File: src/rtl/seg7_scanner.sv
`default_nettype none
// ============================================================================
// Module      : seg7_scanner
// Description : Four-digit hex scanner for a multiplexed 7-segment display.
//               Define SEG7_FRAME_SYNC_EN to hold new data until a frame ends.
// Revision    : 1.0 - initial release
// ============================================================================
module seg7_scanner #(
    parameter int REFRESH_DIV = 100000
) (
    input  logic        CLK,
    input  logic        RESETN,
    input  logic [15:0] DATA_IN,
    input  logic        DATA_VALID,
    output logic        DATA_READY,
    output logic [1:0]  SEG_SELECT_OUT,
    output logic [3:0]  NUMBER_OUT,
    output logic        FRAME_TICK
);

    localparam int c_CNT_W = (REFRESH_DIV > 1) ? $clog2(REFRESH_DIV) : 1;
    localparam logic [c_CNT_W-1:0] c_CNT_MAX = c_CNT_W'(REFRESH_DIV - 1);

    logic [c_CNT_W-1:0] r_cnt;
    logic [1:0]         r_idx;
    logic [15:0]        r_disp;
    logic [3:0]         r_num;
    logic               r_tick;
    logic               r_ready;

    logic               w_tc;
    logic               w_frame_end;
    logic               w_accept;
    logic               w_ready_next;
    logic [1:0]         w_idx_next;
    logic [3:0]         w_digit;

    assign w_tc        = (r_cnt == c_CNT_MAX);
    assign w_frame_end = w_tc && (r_idx == 2'd3);
    assign w_accept    = DATA_VALID && r_ready;
    assign w_idx_next  = w_tc ? (r_idx + 2'd1) : r_idx;

    // Digit is looked up with the index that becomes visible on this edge,
    // keeping select and number aligned.
    always_comb begin
        w_digit = 4'h0;
        case (w_idx_next)
            2'd0: w_digit = r_disp[3:0];
            2'd1: w_digit = r_disp[7:4];
            2'd2: w_digit = r_disp[11:8];
            2'd3: w_digit = r_disp[15:12];
            default: w_digit = 4'h0;
        endcase
    end

`ifdef SEG7_FRAME_SYNC_EN
    logic [15:0] r_pend;
    logic        r_pend_vld;

    // Ready is low whenever pending holds data, so accept and frame copy
    // never collide on the same cycle.
    always_ff @(posedge CLK or negedge RESETN) begin
        if (!RESETN) begin
            r_pend     <= 16'h0000;
            r_pend_vld <= 1'b0;
            r_disp     <= 16'h0000;
        end else if (w_accept) begin
            r_pend     <= DATA_IN;
            r_pend_vld <= 1'b1;
        end else if (w_frame_end && r_pend_vld) begin
            r_disp     <= r_pend;
            r_pend_vld <= 1'b0;
        end
    end

    assign w_ready_next = !(w_accept || (r_pend_vld && !w_frame_end));
`else
    always_ff @(posedge CLK or negedge RESETN) begin
        if (!RESETN) begin
            r_disp <= 16'h0000;
        end else if (w_accept) begin
            r_disp <= DATA_IN;
        end
    end

    assign w_ready_next = 1'b1;
`endif

    always_ff @(posedge CLK or negedge RESETN) begin
        if (!RESETN) begin
            r_cnt   <= '0;
            r_idx   <= 2'd0;
            r_num   <= 4'h0;
            r_tick  <= 1'b0;
            r_ready <= 1'b0;
        end else begin
            r_cnt   <= w_tc ? '0 : (r_cnt + c_CNT_W'(1));
            r_idx   <= w_idx_next;
            r_num   <= w_digit;
            r_tick  <= w_frame_end;
            r_ready <= w_ready_next;
        end
    end

    assign SEG_SELECT_OUT = r_idx;
    assign NUMBER_OUT     = r_num;
    assign FRAME_TICK     = r_tick;
    assign DATA_READY     = r_ready;

endmodule
`default_nettype wire

File: config.mk
export PLATFORM = sky130hd
export DESIGN_NAME = seg7_scanner
export DESIGN_NICKNAME = d
export VERILOG_FILES = /design/src/rtl/seg7_scanner.sv
export SDC_FILE = /design/constraint.sdc
export NUM_CORES = 1
export LEC_CHECK = 0
export ABC_CLOCK_PERIOD_IN_PS = 3400
export BUFFER_PORTS_ARGS = -buffer_cell sky130_fd_sc_hd__buf_2
export CORE_ASPECT_RATIO = 1.1
export CORE_MARGIN = 2
export CORE_UTILIZATION = 60
export DETAILED_ROUTE_END_ITERATION = 8
export PLACE_DENSITY = 0.83
export RECOVER_POWER = 100
export SLEW_MARGIN = 20
export SYNTH_ARGS = -nofsm -noshare
export SYNTH_HDL_FRONTEND = slang
export SYNTH_SLANG_ARGS = --single-unit
File: constraint.sdc
create_clock -name CLK -period 3.4 [get_ports CLK]
set_input_delay 1.02 -clock CLK [delete_from_list [all_inputs] [get_ports CLK]]
set_output_delay 1.02 -clock CLK [all_outputs]
set_load 0.02 [all_outputs]
* Word level (Yosys, flattened, before mapping) *
Index checks and enable logic that the tools add are counted.

storage, ports and cells
  register bits = 41
  bits in latches = 0
  RAM bits = 0
  memory bits (read-only) = 0
  input port bits = 19
  output and inout bits = 8
  logic and storage cells = 19
  memories kept = 0

operators by class
  add/sub/neg operators = 2
  multipliers = 0
  div/mod/pow operators = 0
  magnitude comparators = 0
  equal/unequal tests = 5
  shifts and indexed selects = 0
  mux-type cells = 3
  bitwise operators = 0
  reduce and logical (&&, ||, !) cells = 3

operators by type and width
  kind                                                 number
  adder 17 x 1 -> 17 bit, second input constant        1
  equality test 17 bit, second input constant          1
  2-to-1 mux 17 bit                                    1
  case mux 4 bit (4 select lines)                      1
  equality test 2 bit, second input constant           3
  adder 2 x 1 -> 2 bit, second input constant          1
  equality test 2 x 1 -> 1 bit, second input constant  1
  logical AND 1 bit                                    2
  zero test 2 bit                                      1
  2-to-1 mux 2 bit                                     1

* Longest topological paths before layout *
  depth in word-level cells = 4
  mapped depth = 5

* Worst setup path after synthesis *
No wires, ideal clock.

  path kind = input to register
  from = input DATA_VALID
  to = register r_disp[10]
  library setup time = 125 ps
  data arrival time = 1,774 ps
  slack = 1,502 ps
  stages on the path = 3
  path buffers = 1
  cell sequence = nand2_1 buf_2 mux2_2

between the ends
  word-level cells in the longest chain between the ends = 1

RTL lines
  item                    line  text
  start: declaration      14    input logic DATA_VALID,
  logical AND 1 bit       40    assign w_accept = DATA_VALID && r_ready;
  end signal: assignment  80    r_disp <= 16'h0000;
  end signal: assignment  82    r_disp <= DATA_IN;
  end: declaration        26    logic [15:0] r_disp;

Every way passes these cells.
A chain may end at the register's enable or synchronous reset.

==> parameters.txt <==
Parameter                              Value

Run status
  Outcome    finished with violations
  Violated checks    max-capacitance violations, max-slew violations

Floorplan
  Top-level I/O count    27
  Core Area    3050 µm²
  Die Outline Area    3680 µm²
  Effective utilization at floorplan    63.2%
  Floorplan die height    63.4 µm
  Row cnt    21
  Chip width    58.0 µm

Synth
  Most numerous cell in the Yosys netlist    dfrtp_1
  Proportion of synthesized flip-flops having asynchronous set or reset    100%
  List of most frequent post-synthesis cells    dfrtp_1, mux2_2, nor2_1
  Number of warning messages in the yosys log    0
  Synth Cell Area    1930 µm²
  Number of synthesized flops with an enable pin    0
  Distinct cell type count of the synthesized netlist    32
  Number of flip-flops and latches in the synthesized netlist    41
  Cells taking the most area after synthesis    dfrtp_1, mux2_2, mux4_2
  Sequential cell area fraction in the yosys report    53.3%
  Most area-hungry cell type in the Yosys netlist    dfrtp_1
  Synthesized net count    158
  Fraction of post-synthesis cell area in the top cell type by area    53.3%
  Mean instance size in the synthesized netlist    14.1 µm²
  Post-synth top flop    dfrtp_1
  Cells after Synth    137

Setup path
  Cell family with the largest share of critical-path delay    buffers and inverters
  Setup slack on the worst flop-to-flop path    1.39 ns
  Slowest cell on the critical path    clkbuf_1
  Critical path launch point type    input pin
  Cells along the critical path    clkbuf_1
  Crit-path max FO    41
  Endpoint kind of the worst setup timing path    asynchronous set/reset pin
  Number of buffers and inverters on the critical path    1
  Arrival time of the worst setup path    2.51 ns
  Timing startpoint of the critical path    RESETN
  Worst reg2reg startpoint    r_cnt[0]
  CP peak stage delay    1.48 ns
  Number of cell instances on the worst register-to-register path    4
  Crit Path Category    input pin to asynchronous set/reset pin
  Endpoint of the most critical register-to-register path    NUMBER_OUT[1]
  Required time of the critical path    3.44 ns

Worst hold path
  End of the worst hold path    r_cnt[0]
  Hold Crit Start    r_cnt[0]
  Worst hold path class    register to register
  Number of stages on the worst hold path    1

Global route
  Wire length of the first global-routing pass    6.02 mm
  Antenna violations before repair    0
  GRT Util Overall    22.3%
  Remaining global-route overflow    0
  Maximum number of pins on one net before global-route repair    42
  Via count of the first global-routing pass    1274

Finish
  Layout net count    188
  Layout cell share with drive strength beyond 1    32.3%
  Antenna diodes    0
  Layout overhead on the synthesized area    9.55%
  Layout Cell Area excl Fill    2110 µm²

Clock tree
  CTS clk-pin slew, worst paths    0.11 ns
  Number of buffers added for setup after CTS    0
  Total CTS buffers    5
  Root buffer selected by CTS    clkbuf_4
  Clk sinks    41
  Maximum clock path buffer count    2
  Number of levels in the clock H-tree    2
  Post-CTS Resized    0
  Clock latency on the worst-skew pair    0.35 ns
  TritonCTS clock tree    done
  Post-CTS Hold Buffers    0

Drt
  Iter 0 DRT Violations    69
  Router iterations before antenna repair    5
  Routed wirelength normalized by instance count    17.6 µm
  WL final    3.54 mm
  Via total after detailed routing    1237
  Number of nets with antenna violations after detailed routing    0
  Average via count per standard cell    6.15
  Detailed-route DRC error count    0

STA
  F_max    0.404 GHz
  Unrepaired setup endpoints after global routing    no
  Worst-margin pin slew    2.11 ns
  Crit share post-route    72.7%
  Number of setup violations in the final report    0
  Final Critical Period    2.47 ns
  Max transition margin    -40.7%
  Hold Slack    0.527 ns
  Setup tns final    0 ns
  Worst Clk Skew    0.0134 ns
  Final Slew Violations    42
  Total count of hold-check failures in the final report    0

Pwr
  Power per standard cell area    446 nW/µm²
  Leakage power figure    0.920 nW
  Highest ir drop seen on vdd    0.411 mV
  Overall power after layout    0.941 mW

Place
  Area of placed instances    2070 µm²
  # port buffers    26
  HPWL reported at the end of detailed placement    2.61 mm
  GPL Wtd Cong    0.855

Job
  Count of maximum capacitance violations    1
[layout by cell type (no fill, tap or decap), drive strengths merged]
cell type / count
nand4: 4
ha: 2
and4b: 1
xor2: 7
bufinv: 1
nand2: 5
and2: 1
nor2b: 1
or3: 1
conb: 1
o21ai: 2
o221ai: 1
mux4: 8
inv: 2
nor4: 4
nor4b: 2
dfrtp: 41
buf: 17
and4: 3
nand3: 6
clkinv: 1
nor3: 3
xnor2: 7
and3: 1
mux2: 21
clkbuf: 14
nor2: 9
a21oi: 1
[power breakdown]
group	switching (mW)	internal [mW]	leakage [nW]
combinational	0.0399	0.0551	0.367
sequential	0.0232	0.523	0.511
clock	0.149	0.150	0.0410
total	0.213	0.728	0.920
[routing by layer]
metal	GRT usage, %	wire, µm	up-vias
li1	-	-	560
met1	24.4	1350	626
met2	40.1	1910	38
met3	6.57	181	13
met4	8.14	101	0
met5	0	0	-
[through the flow]
step / setup slack (ns) / utilization [%] / cells
after floorplan: 1.50 / - / 137
after global placement: 1.33 / 68.1 / 194
after detailed placement: 1.26 / 68.1 / 194
after CTS: 0.979 / 70.4 / 201
after global routing: 0.487 / 69.2 / 201
final: 0.927 / 69.2 / 201
[worst max-delay path by stage]
stage	endpoint	slack, ns	cells past startpoint
3_3_place_gp	r_disp[9]	1.33	3
2_1_floorplan	r_disp[10]	1.50	3
6_report	r_disp[1]	0.93	1
3_5_place_dp	r_disp[11]	1.26	3
4_1_cts	SEG_SELECT_OUT[0]	0.98	1
5_1_grt	r_cnt[12]	0.49	1
[registers in the layout, indices dropped and copies added (netlist names)]
name,cells
r_cnt,17
r_disp,16
NUMBER_OUT,4
SEG_SELECT_OUT,2
DATA_READY,1
FRAME_TICK,1
[layout make-up]
cell class                      count  area [µm²]
Inverter                            2        7.51
Clock buffer                        5        37.5
Sequential cell                    41        1030
Timing Repair Buffer               26         119
Fill cell                         231         938
Tap cell                           34        42.5
Multi-Input combinational cell     91         842
Clock inverter                      2        35.0
[logic make-up after synthesis]
logic type / after synthesis / synth area share [%]
AO/OA/AOI/OAI: 4 / 1.23
XOR/XNOR: 14 / 6.37
adder cells (fa/ha/maj): 2 / 1.30
buffers and inverters: 5 / 1.62
flip-flops: 41 / 53.3
multiplexers: 29 / 22.2
other: 1 / 0.195
AND/OR/NAND/NOR: 41 / 13.8
[worst reg2reg max path, delay by kind of cell, from the launching register on]
kind	cells	cell delay (ns)
multiplexers	1	0.38
flip-flops	1	0.43
adder cells (fa/ha/maj)	1	0.24
AND/OR/NAND/NOR	2	0.84
(Power assumes the default switching activity.)
